`config.mk`:
```
export PLATFORM = sky130hd
export DESIGN_NAME = de_scoreboard
export DESIGN_NICKNAME = d
export VERILOG_FILES = /design/src/rtl/de_scoreboard.sv
export SDC_FILE = /design/constraint.sdc
export NUM_CORES = 1
export LEC_CHECK = 0
export BUFFER_PORTS_ARGS = -buffer_cell sky130_fd_sc_hd__clkbuf_2
export CAP_MARGIN = 10
export CORE_ASPECT_RATIO = 1.4
export CORE_MARGIN = 8
export CORE_UTILIZATION = 30
export DETAILED_ROUTE_END_ITERATION = 10
export PLACE_DENSITY = 0.57
export SLEW_MARGIN = 25
export SYNTH_ARGS = -nofsm -noshare
export SYNTH_HDL_FRONTEND = slang
export SYNTH_SLANG_ARGS = --single-unit
```
`constraint.sdc`:
```
create_clock -name clk -period 9.9 [get_ports clk]
set_clock_uncertainty 0.15 [all_clocks]
set_input_delay 0.99 -clock clk [delete_from_list [all_inputs] [get_ports clk]]
set_output_delay 0.99 -clock clk [all_outputs]
set_load 0.1 [all_outputs]
```
`src/rtl/de_scoreboard.sv`:
```
// de_scoreboard
//   Decode-stage register-write scoreboard and issue controller. Tracks the
//   number of in-flight writes per architectural register (issued out of DE,
//   retired at WB) and produces the DE stall/ack that sequences instructions
//   into the DE latch. Register x0 is never tracked.
//
// Ports
//   clk, reset            clock, synchronous active-high reset
//   rs1_read_DE/rs1_DE    DE source 1 read enable / register ID
//   rs2_read_DE/rs2_DE    DE source 2 read enable / register ID
//   issue_req_DE          DE holds a valid instruction wanting to issue
//   wr_reg_DE/rd_DE       DE instruction writes a register / destination ID
//   wr_reg_WB/wregno_WB   WB retiring a register write / retiring ID
//   stall_DE              combinational: DE must hold and insert a bubble
//   issue_ack_DE          combinational: issue_req_DE & ~stall_DE
//   pending_mask          registered: bit r set while register r has writes in flight
//   inflight_total        registered: sum of all per-register counters
//   err_underflow         registered, sticky: retire seen for an idle register
module de_scoreboard #(
    parameter int REGWORDS  = 32,
    parameter int REGNOBITS = 5,
    parameter int CNTBITS   = 2,
    parameter int TOTBITS   = 7
) (
    input  logic                 clk,
    input  logic                 reset,
    input  logic                 rs1_read_DE,
    input  logic [REGNOBITS-1:0] rs1_DE,
    input  logic                 rs2_read_DE,
    input  logic [REGNOBITS-1:0] rs2_DE,
    input  logic                 issue_req_DE,
    input  logic                 wr_reg_DE,
    input  logic [REGNOBITS-1:0] rd_DE,
    input  logic                 wr_reg_WB,
    input  logic [REGNOBITS-1:0] wregno_WB,
    output logic                 stall_DE,
    output logic                 issue_ack_DE,
    output logic [REGWORDS-1:0]  pending_mask,
    output logic [TOTBITS-1:0]   inflight_total,
    output logic                 err_underflow
);

    logic [CNTBITS-1:0] r_cnt     [REGWORDS];
    logic [CNTBITS-1:0] w_cnt_nxt [REGWORDS];
    logic [REGWORDS-1:0] r_pending;
    logic [REGWORDS-1:0] w_pending_nxt;
    logic [TOTBITS-1:0]  r_total;
    logic                r_err;

    logic               w_retire;
    logic               w_issue;
    logic               w_same_reg;
    logic [CNTBITS-1:0] w_cnt_rs1;
    logic [CNTBITS-1:0] w_cnt_rs2;
    logic [CNTBITS-1:0] w_cnt_rd;
    logic [CNTBITS-1:0] w_cnt_wb;
    logic               w_haz_rs1;
    logic               w_haz_rs2;
    logic               w_haz_sat;
    logic               w_stall;
    logic               w_tot_inc;
    logic               w_tot_dec;
    logic               w_underflow;

    assign w_cnt_rs1 = r_cnt[rs1_DE];
    assign w_cnt_rs2 = r_cnt[rs2_DE];
    assign w_cnt_rd  = r_cnt[rd_DE];
    assign w_cnt_wb  = r_cnt[wregno_WB];

    assign w_retire = wr_reg_WB & (wregno_WB != '0);

    // A source is busy while cnt - (same-cycle WB retire to it) > 0; the WB
    // bypass is legal because the register file writes on the negedge.
    assign w_haz_rs1 = rs1_read_DE & (rs1_DE != '0) & (w_cnt_rs1 != '0) &
                       ~(w_retire & (wregno_WB == rs1_DE) & (w_cnt_rs1 == CNTBITS'(1)));
    assign w_haz_rs2 = rs2_read_DE & (rs2_DE != '0) & (w_cnt_rs2 != '0) &
                       ~(w_retire & (wregno_WB == rs2_DE) & (w_cnt_rs2 == CNTBITS'(1)));
    assign w_haz_sat = wr_reg_DE & (rd_DE != '0) & (w_cnt_rd == '1);

    assign w_stall      = issue_req_DE & (w_haz_rs1 | w_haz_rs2 | w_haz_sat);
    assign stall_DE     = w_stall;
    assign issue_ack_DE = issue_req_DE & ~w_stall;

    assign w_issue    = issue_req_DE & ~w_stall & wr_reg_DE & (rd_DE != '0);
    assign w_same_reg = w_issue & w_retire & (rd_DE == wregno_WB);

    // Issue and retire to the same register cancel; a retire to an idle
    // register neither decrements nor touches the total.
    assign w_tot_inc   = w_issue & ~w_same_reg;
    assign w_tot_dec   = w_retire & ~w_same_reg & (w_cnt_wb != '0);
    assign w_underflow = w_retire & ~w_same_reg & (w_cnt_wb == '0);

    always_comb begin
        w_pending_nxt = '0;
        for (int unsigned r = 0; r < REGWORDS; r++) begin
            w_cnt_nxt[r] = r_cnt[r];
        end
        for (int unsigned r = 1; r < REGWORDS; r++) begin
            if (w_issue && !w_same_reg && rd_DE == REGNOBITS'(r)) begin
                w_cnt_nxt[r] = r_cnt[r] + CNTBITS'(1);
            end else if (w_tot_dec && wregno_WB == REGNOBITS'(r)) begin
                w_cnt_nxt[r] = r_cnt[r] - CNTBITS'(1);
            end
            w_pending_nxt[r] = (w_cnt_nxt[r] != '0);
        end
        w_cnt_nxt[0] = '0;
    end

    always_ff @(posedge clk) begin
        if (reset) begin
            for (int unsigned r = 0; r < REGWORDS; r++) begin
                r_cnt[r] <= '0;
            end
            r_pending <= '0;
            r_total   <= '0;
            r_err     <= 1'b0;
        end else begin
            for (int unsigned r = 0; r < REGWORDS; r++) begin
                r_cnt[r] <= w_cnt_nxt[r];
            end
            r_pending <= w_pending_nxt;
            if (w_tot_inc && !w_tot_dec) begin
                r_total <= r_total + TOTBITS'(1);
            end else if (w_tot_dec && !w_tot_inc) begin
                r_total <= r_total - TOTBITS'(1);
            end
            if (w_underflow) begin
                r_err <= 1'b1;
            end
        end
    end

    assign pending_mask   = r_pending;
    assign inflight_total = r_total;
    assign err_underflow  = r_err;

endmodule

```
**Yosys cells after proc, flatten, opt, wreduce, memory -nomap -nowiden**

Memories as Yosys holds them, arrays and structs flattened.
Cells that the tools add are included.

- Add/sub/neg operators: 64
- Equality and inequality tests: 68
- Muxes and demuxes: 99
- Bitwise logic cells: 61
- Reductions and logical operators: 108

Operators by type and width:

| cell | number |
|---|---|
| 2-bit 2-to-1 mux | 94 |
| 5-bit == test (second input constant) | 32 |
| 5-bit by 4-bit == test with 1-bit output (second input constant) | 16 |
| 2-bit nonzero test | 35 |
| 1-bit logical AND | 65 |
| 2-bit by 1-bit adder with 2-bit output (second input constant) | 31 |
| 2-bit by 1-bit subtractor with 2-bit output (second input constant) | 31 |
| 5-bit by 3-bit == test with 1-bit output (second input constant) | 8 |
| 1-bit OR | 34 |
| 1-bit AND | 23 |
| 5-bit by 2-bit == test with 1-bit output (second input constant) | 4 |
| 5-bit nonzero test | 4 |
| 5-bit == test | 3 |
| 7-bit 2-to-1 mux | 2 |
| 5-bit by 1-bit == test with 1-bit output (second input constant) | 2 |
| 7-bit by 1-bit adder with 7-bit output (second input constant) | 1 |
| 7-bit by 1-bit subtractor with 7-bit output (second input constant) | 1 |
| 2-bit by 1-bit == test with 1-bit output (second input constant) | 2 |
| 1-bit inverter | 4 |
| 1-bit logical NOT | 3 |
| 1-bit 2-to-1 mux | 3 |
| 2-bit == test (second input constant) | 1 |
| 2-bit logical NOT | 1 |

- Flip-flop bits (word level): 40
- RAM bits: 64
- Input bits: 27
- Output and inout port bits: 42
- Word-level logic and storage cells: 405
- Memories kept: 1

Memory list:

| name | depth | bits a word | rd ports | clocked after memory_dff | write ports | RTL line | source |
|---|---|---|---|---|---|---|---|
| r_cnt | 32 | 2 | 35 | 0 | 32 | 43 | `logic [CNTBITS-1:0] r_cnt [REGWORDS];` |

**Longest topological paths before layout**

- Depth in word-level cells: 22
- Gate-level depth with buffers: 22
- Mapped depth without buffers: 18

**Worst setup path before layout**

OpenSTA, ideal clock, no wires.

- Path kind: input -> register
- Start point: in rs1_DE[1]
- End point: reg r_total[6], in the netlist inflight_total[6]
- Data arrival time: 5,000 ps
- Required time: 9,680 ps
- Slack: 4,679 ps
- Cell stages on the path: 21
- Buffers on the path: 4
- Cell sequence: buf_4 buf_6 mux4_2 mux2i_1 nand3_1 o211ai_1 o41ai_4 nand4bb_1 nor3_1 buf_2 buf_2 ha_1 inv_1 fa_1 a21o_1 a21o_1 a21o_1 a21oi_1 xnor2_1 or3_1 a21oi_1

- Cells in the longest elaborated chain, start to end: 20
- Elaborated cells between the ends (all ways): 30
- Those cells by class: eq/ne: 2; mux: 1; bitwise: 19; reduce/logical: 7; memory: 1

Ends and longest elaborated chain:

| element | RTL line | source |
|---|---|---|
| start, declared | 28 | `input logic [REGNOBITS-1:0] rs1_DE,` |
| memory read 32 x 2 bit or 5-bit == test (tied branches) | n/a |  |
| 2-bit by 1-bit == test with 1-bit output or 1-bit AND (tied branches) | 75 | `~(w_retire & (wregno_WB == rs1_DE) & (w_cnt_rs1 == CNTBITS'(1)));` |
| 1-bit AND | 75 |  |
| 1-bit inverter | 75 |  |
| 1-bit AND * | 74 | `assign w_haz_rs1 = rs1_read_DE & (rs1_DE != '0) & (w_cnt_rs1 != '0) &` |
| 1-bit OR * (2 in series) | 80 | `assign w_stall = issue_req_DE & (w_haz_rs1 \| w_haz_rs2 \| w_haz_sat);` |
| 1-bit AND * | 80 |  |
| 1-bit inverter * | 84 | `assign w_issue = issue_req_DE & ~w_stall & wr_reg_DE & (rd_DE != '0);` |
| 1-bit AND * (3 in series) | 84 |  |
| 1-bit AND (2 in series) | 85 | `assign w_same_reg = w_issue & w_retire & (rd_DE == wregno_WB);` |
| 1-bit inverter | 89, 90 |  |
| 1-bit AND (2 in series) | 90 | `assign w_tot_dec = w_retire & ~w_same_reg & (w_cnt_wb != '0);` |
| 1-bit logical NOT | 122 | `if (w_tot_inc && !w_tot_dec) begin` |
| 1-bit logical AND | 122 |  |
| 7-bit 2-to-1 mux or 2-bit nonzero test (tied branches) | n/a |  |
| end signal, assigned | 123 | `r_total <= r_total + TOTBITS'(1);` |
| end signal, assigned | 125 | `r_total <= r_total - TOTBITS'(1);` |
| end, declared | 47 | `logic [TOTBITS-1:0] r_total;` |

Every way passes the cells marked *; elsewhere a longest branch is shown, timed or not.
A chain may end at the register's enable or synchronous reset.

**Worst setup path in the final report**

- Start point: in wregno_WB[1]
- End point: reg r_total[6], in the netlist inflight_total[6]

- Cells in the longest elaborated chain, start to end: 21
- Elaborated cells between the ends (all ways): 34
- Those cells by class: eq/ne: 3; mux: 1; bitwise: 22; reduce/logical: 7; memory: 1

Ends and longest elaborated chain:

| element | RTL line | source |
|---|---|---|
| start, declared | 35 | `input logic [REGNOBITS-1:0] wregno_WB,` |
| 5-bit nonzero test | 70 | `assign w_retire = wr_reg_WB & (wregno_WB != '0);` |
| 1-bit AND | 70 |  |
| 1-bit AND, on equally long branches (2 in series) | 75, 77 |  |
| 1-bit inverter, on equally long branches | 75, 77 |  |
| 1-bit AND, on equally long branches | 74, 76 |  |
| 1-bit OR (2 in series) | 80 |  |
| 1-bit AND | 80 |  |
| 1-bit inverter | 84 |  |
| 1-bit AND (3 in series) | 84 |  |
| 1-bit AND (2 in series) | 85 |  |
| 1-bit inverter | 89, 90 |  |
| 1-bit AND (2 in series) | 90 |  |
| 1-bit logical NOT | 122 |  |
| 1-bit logical AND | 122 |  |
| 7-bit 2-to-1 mux or 2-bit nonzero test (tied branches) | n/a |  |

Parallel ways exist; a longest one is shown, timed or not.

==> metrics.txt <==
Layout area overhead 10.1%; Worst Setup SP wregno_WB[1]; Rel. slew slack 33.0%; Post-synth ARST share 0%; clock network fraction of design power 35.4%; final setup vio count 0; core area 24,500 um^2; leading post-synthesis cells by cell area dfxtp_1 27%, mux2i_1 9.7%, mux4_2 8.5%; remaining antenna violation count after routing 0; H-tree depth 3; switching power 0.000353 W; Remaining Overflow, GRT 0; number of synthesized flops with an enable pin 0; area post-placement 7870 um^2; Avg Cell Area, Syn 8.90 um^2; RR Startpoint r_cnt[15][1]; FF-to-FF setup slack 4.91 ns; Die Area 30,100 um^2; Final HPWL DP 18,100 um; DRC 0; CTS hold repair buffers 0; Static Leak 2.99 nW; internal power 0.000694 W; status complete, no violations; Worst Hold Class reg -> reg; max cap viols 0; overall global routing resource usage 16.5%; Met3 Routed Length 1150 um; Clock transition at path regs 0.07 ns; pin count of the biggest net entering global routing 100; Core Rows 68; worst-path maximum fanout 40; RSZ-0062 raised after global routing false; hold slack 0.327 ns; Power per Cell Area 128 nW/um^2; fillers 2,569; maximum VDD drop 0.0825 mV; Initial DRC Count 616; post-CTS setup buffer count 0; Post-layout nets 885; Die X 149 um; Num CTS Buffers 9; Switching Share 33.7%; Max Used Layer met4; worst-margin pin slew 1.00 ns; Reg power frac 40.6%; area taken by multi-input logic gates 4920 um^2; Post-Syn Nets 868; antenna violations before repair 0; post-CTS sizing 0; Post-synth top flop dfxtp_1; critical path capture point type register; Req. time, crit path 10.03 ns; minimum clock period 5.90 ns; Setup WS pre-CTS 3.67 ns; Seq/Total Area, Yosys 27.2%; Starting Density 30.3%; Via density 5.78; WL met2 12,800 um; M1 wire length 9170 um; R2R Path End inflight_total[6]; CTS Sinks 101; cell taking the most area after synthesis dfxtp_1; DRT Wirelength 24,600 um; final hold vios 0; Sequential Area 2020 um^2; first-pass GRT wire length 38,900 um; Die Ht 202 um; Netlist cell types 69; combinational group share of total power 24.0%; Final Max Slew Viols 0; Worst Path Arrival 6.04 ns; share of cells above drive strength 1 21.5%; drt wl/cell 21.0 um; number of global-route vias before repair 6,698; Seq cells post-synth 101; Ys Warns 0; Startpoint Class input port; CTS tree yes; post-route cell area 8170 um^2; Worst Hold Path Cells 1; Clk Latency, worst-skew pair 0.36 ns; fmax 0.169 GHz; PnR worst setup slack 4.00 ns; Port Buffer Count 67; share of the synthesized area in the top cell type 27.2%; I/O pin total 69; clock tree buffer depth 2; vias post-DR 6,766; Initial DRT Pass Iterations 5; crit path to inflight_total[6]; clock root cell clkbuf_16; period utilization 59.6%; CP Class in -> reg; diode count 0; cell area after synthesis 7420 um^2; Cells after Synth 834; Reg2Reg Depth 17; final RePlAce weighted congestion 0.899; setup TNS 0 ns
==> routing by layer <==
metal	track usage (%)	up-vias
met5	0	-
met4	10.8	0
met3	3.00	85
met2	28.9	240
met1	17.7	3305
li1	-	3136
==> worst min path at each step <==
stage	start	end	slack [ns]
finish	err_underflow	err_underflow	0.33
global route	err_underflow	err_underflow	0.36
CTS	err_underflow	err_underflow	0.34
detailed placement	err_underflow	err_underflow	0.32
global placement	err_underflow	err_underflow	0.31
floorplan	r_cnt[21][1]	r_cnt[21][1]	0.33
==> kinds of logic (layout without fill, tap and decap cells) <==
family / count (synthesis) / in the layout / synth area share, %
buffers and inverters: 102 / 124 / 6.81
AOI/OAI and AO/OA: 197 / 197 / 17.8
DFF: 101 / 101 / 27.2
and+or+nand+nor: 269 / 269 / 21.2
xor gates and xnor gates: 48 / 48 / 5.67
other: 1 / 1 / 0.0505
adders and majority gates: 7 / 7 / 1.28
muxes: 109 / 109 / 20.0
==> synth_stat cells, types with 16 or more instances <==
library cell and number:
nand2_1 63, a21oi_1 60, buf_2 19, xor2_1 18, o32ai_1 21, dfxtp_1 101, xnor2_1 30, a31oi_1 52
clkbuf_1 35, or2_2 29, mux4_2 28, nor3_1 17, o21ai_0 16, nor2_1 41, nand3_1 29, inv_1 30
mux2i_1 72
==> state kept, by name (all words and copies together) (netlist names) <==
register,count
pending_mask,31
err_underflow,1
inflight_total,7
r_cnt,62
==> per-stage QoR <==
step                      util, %  instances  power [W]
final                        33.3       1171    0.00105
after global routing         33.3       1171    0.00110
after CTS                    33.3       1171    0.00106
after detailed placement     32.1       1155   0.000685
after global placement       32.1       1155   0.000683
after floorplan                 -        834   0.000637
==> placed cells by master, fill, tap and decap left out, drive strengths merged, types with 7 or more instances in the layout <==
master / n
mux2: 7
buf: 11
nor3: 20
nor2: 41
a21oi: 60
xor2: 18
a31oi: 52
dfxtp: 101
and2: 11
xnor2: 30
or2: 30
clkbuf: 77
nand2: 63
mux4: 30
inv: 30
o32ai: 21
a21boi: 8
nor2b: 15
nor4: 24
nand3: 29
o21ai: 16
mux2i: 72
==> worst max-delay path: stages <==
cell and delay [ns]:
clkbuf_2 0.09, buf_4 0.37, nor3_1 0.16, a21boi_1 0.57, nand3_1 0.23, o211ai_1 0.33, o41ai_4 0.16, nor4b_4 0.29
buf_4 0.44, or3_1 0.31, ha_1 0.23, inv_1 0.14, fa_1 0.43, a21o_1 0.17, a21o_1 0.19, a21o_1 0.18
a21oi_1 0.17, xnor2_1 0.09, or3_1 0.30, a21oi_1 0.14
==> final cells by class <==
class	instances	share of cell area, %
well taps	315	4.83
clock buffers	11	2.97
repair buffers	77	5.02
multi-input cells	631	60.3
flip-flops and latches	101	24.8
clock inverters	5	0.735
inverters	31	1.42
==> power groups by stage <==
stage	Sequential, W	Clock (W)	Combinational (W)
2_1_floorplan	0.000485	0	0.000152
5_1_grt	0.000426	0.000401	0.000270
6_report	0.000425	0.000371	0.000251
3_5_place_dp	0.000435	0	0.000250
3_3_place_gp	0.000435	0	0.000249
4_1_cts	0.000425	0.000383	0.000251
No activity file was read; power rests on OpenSTA's default activity.
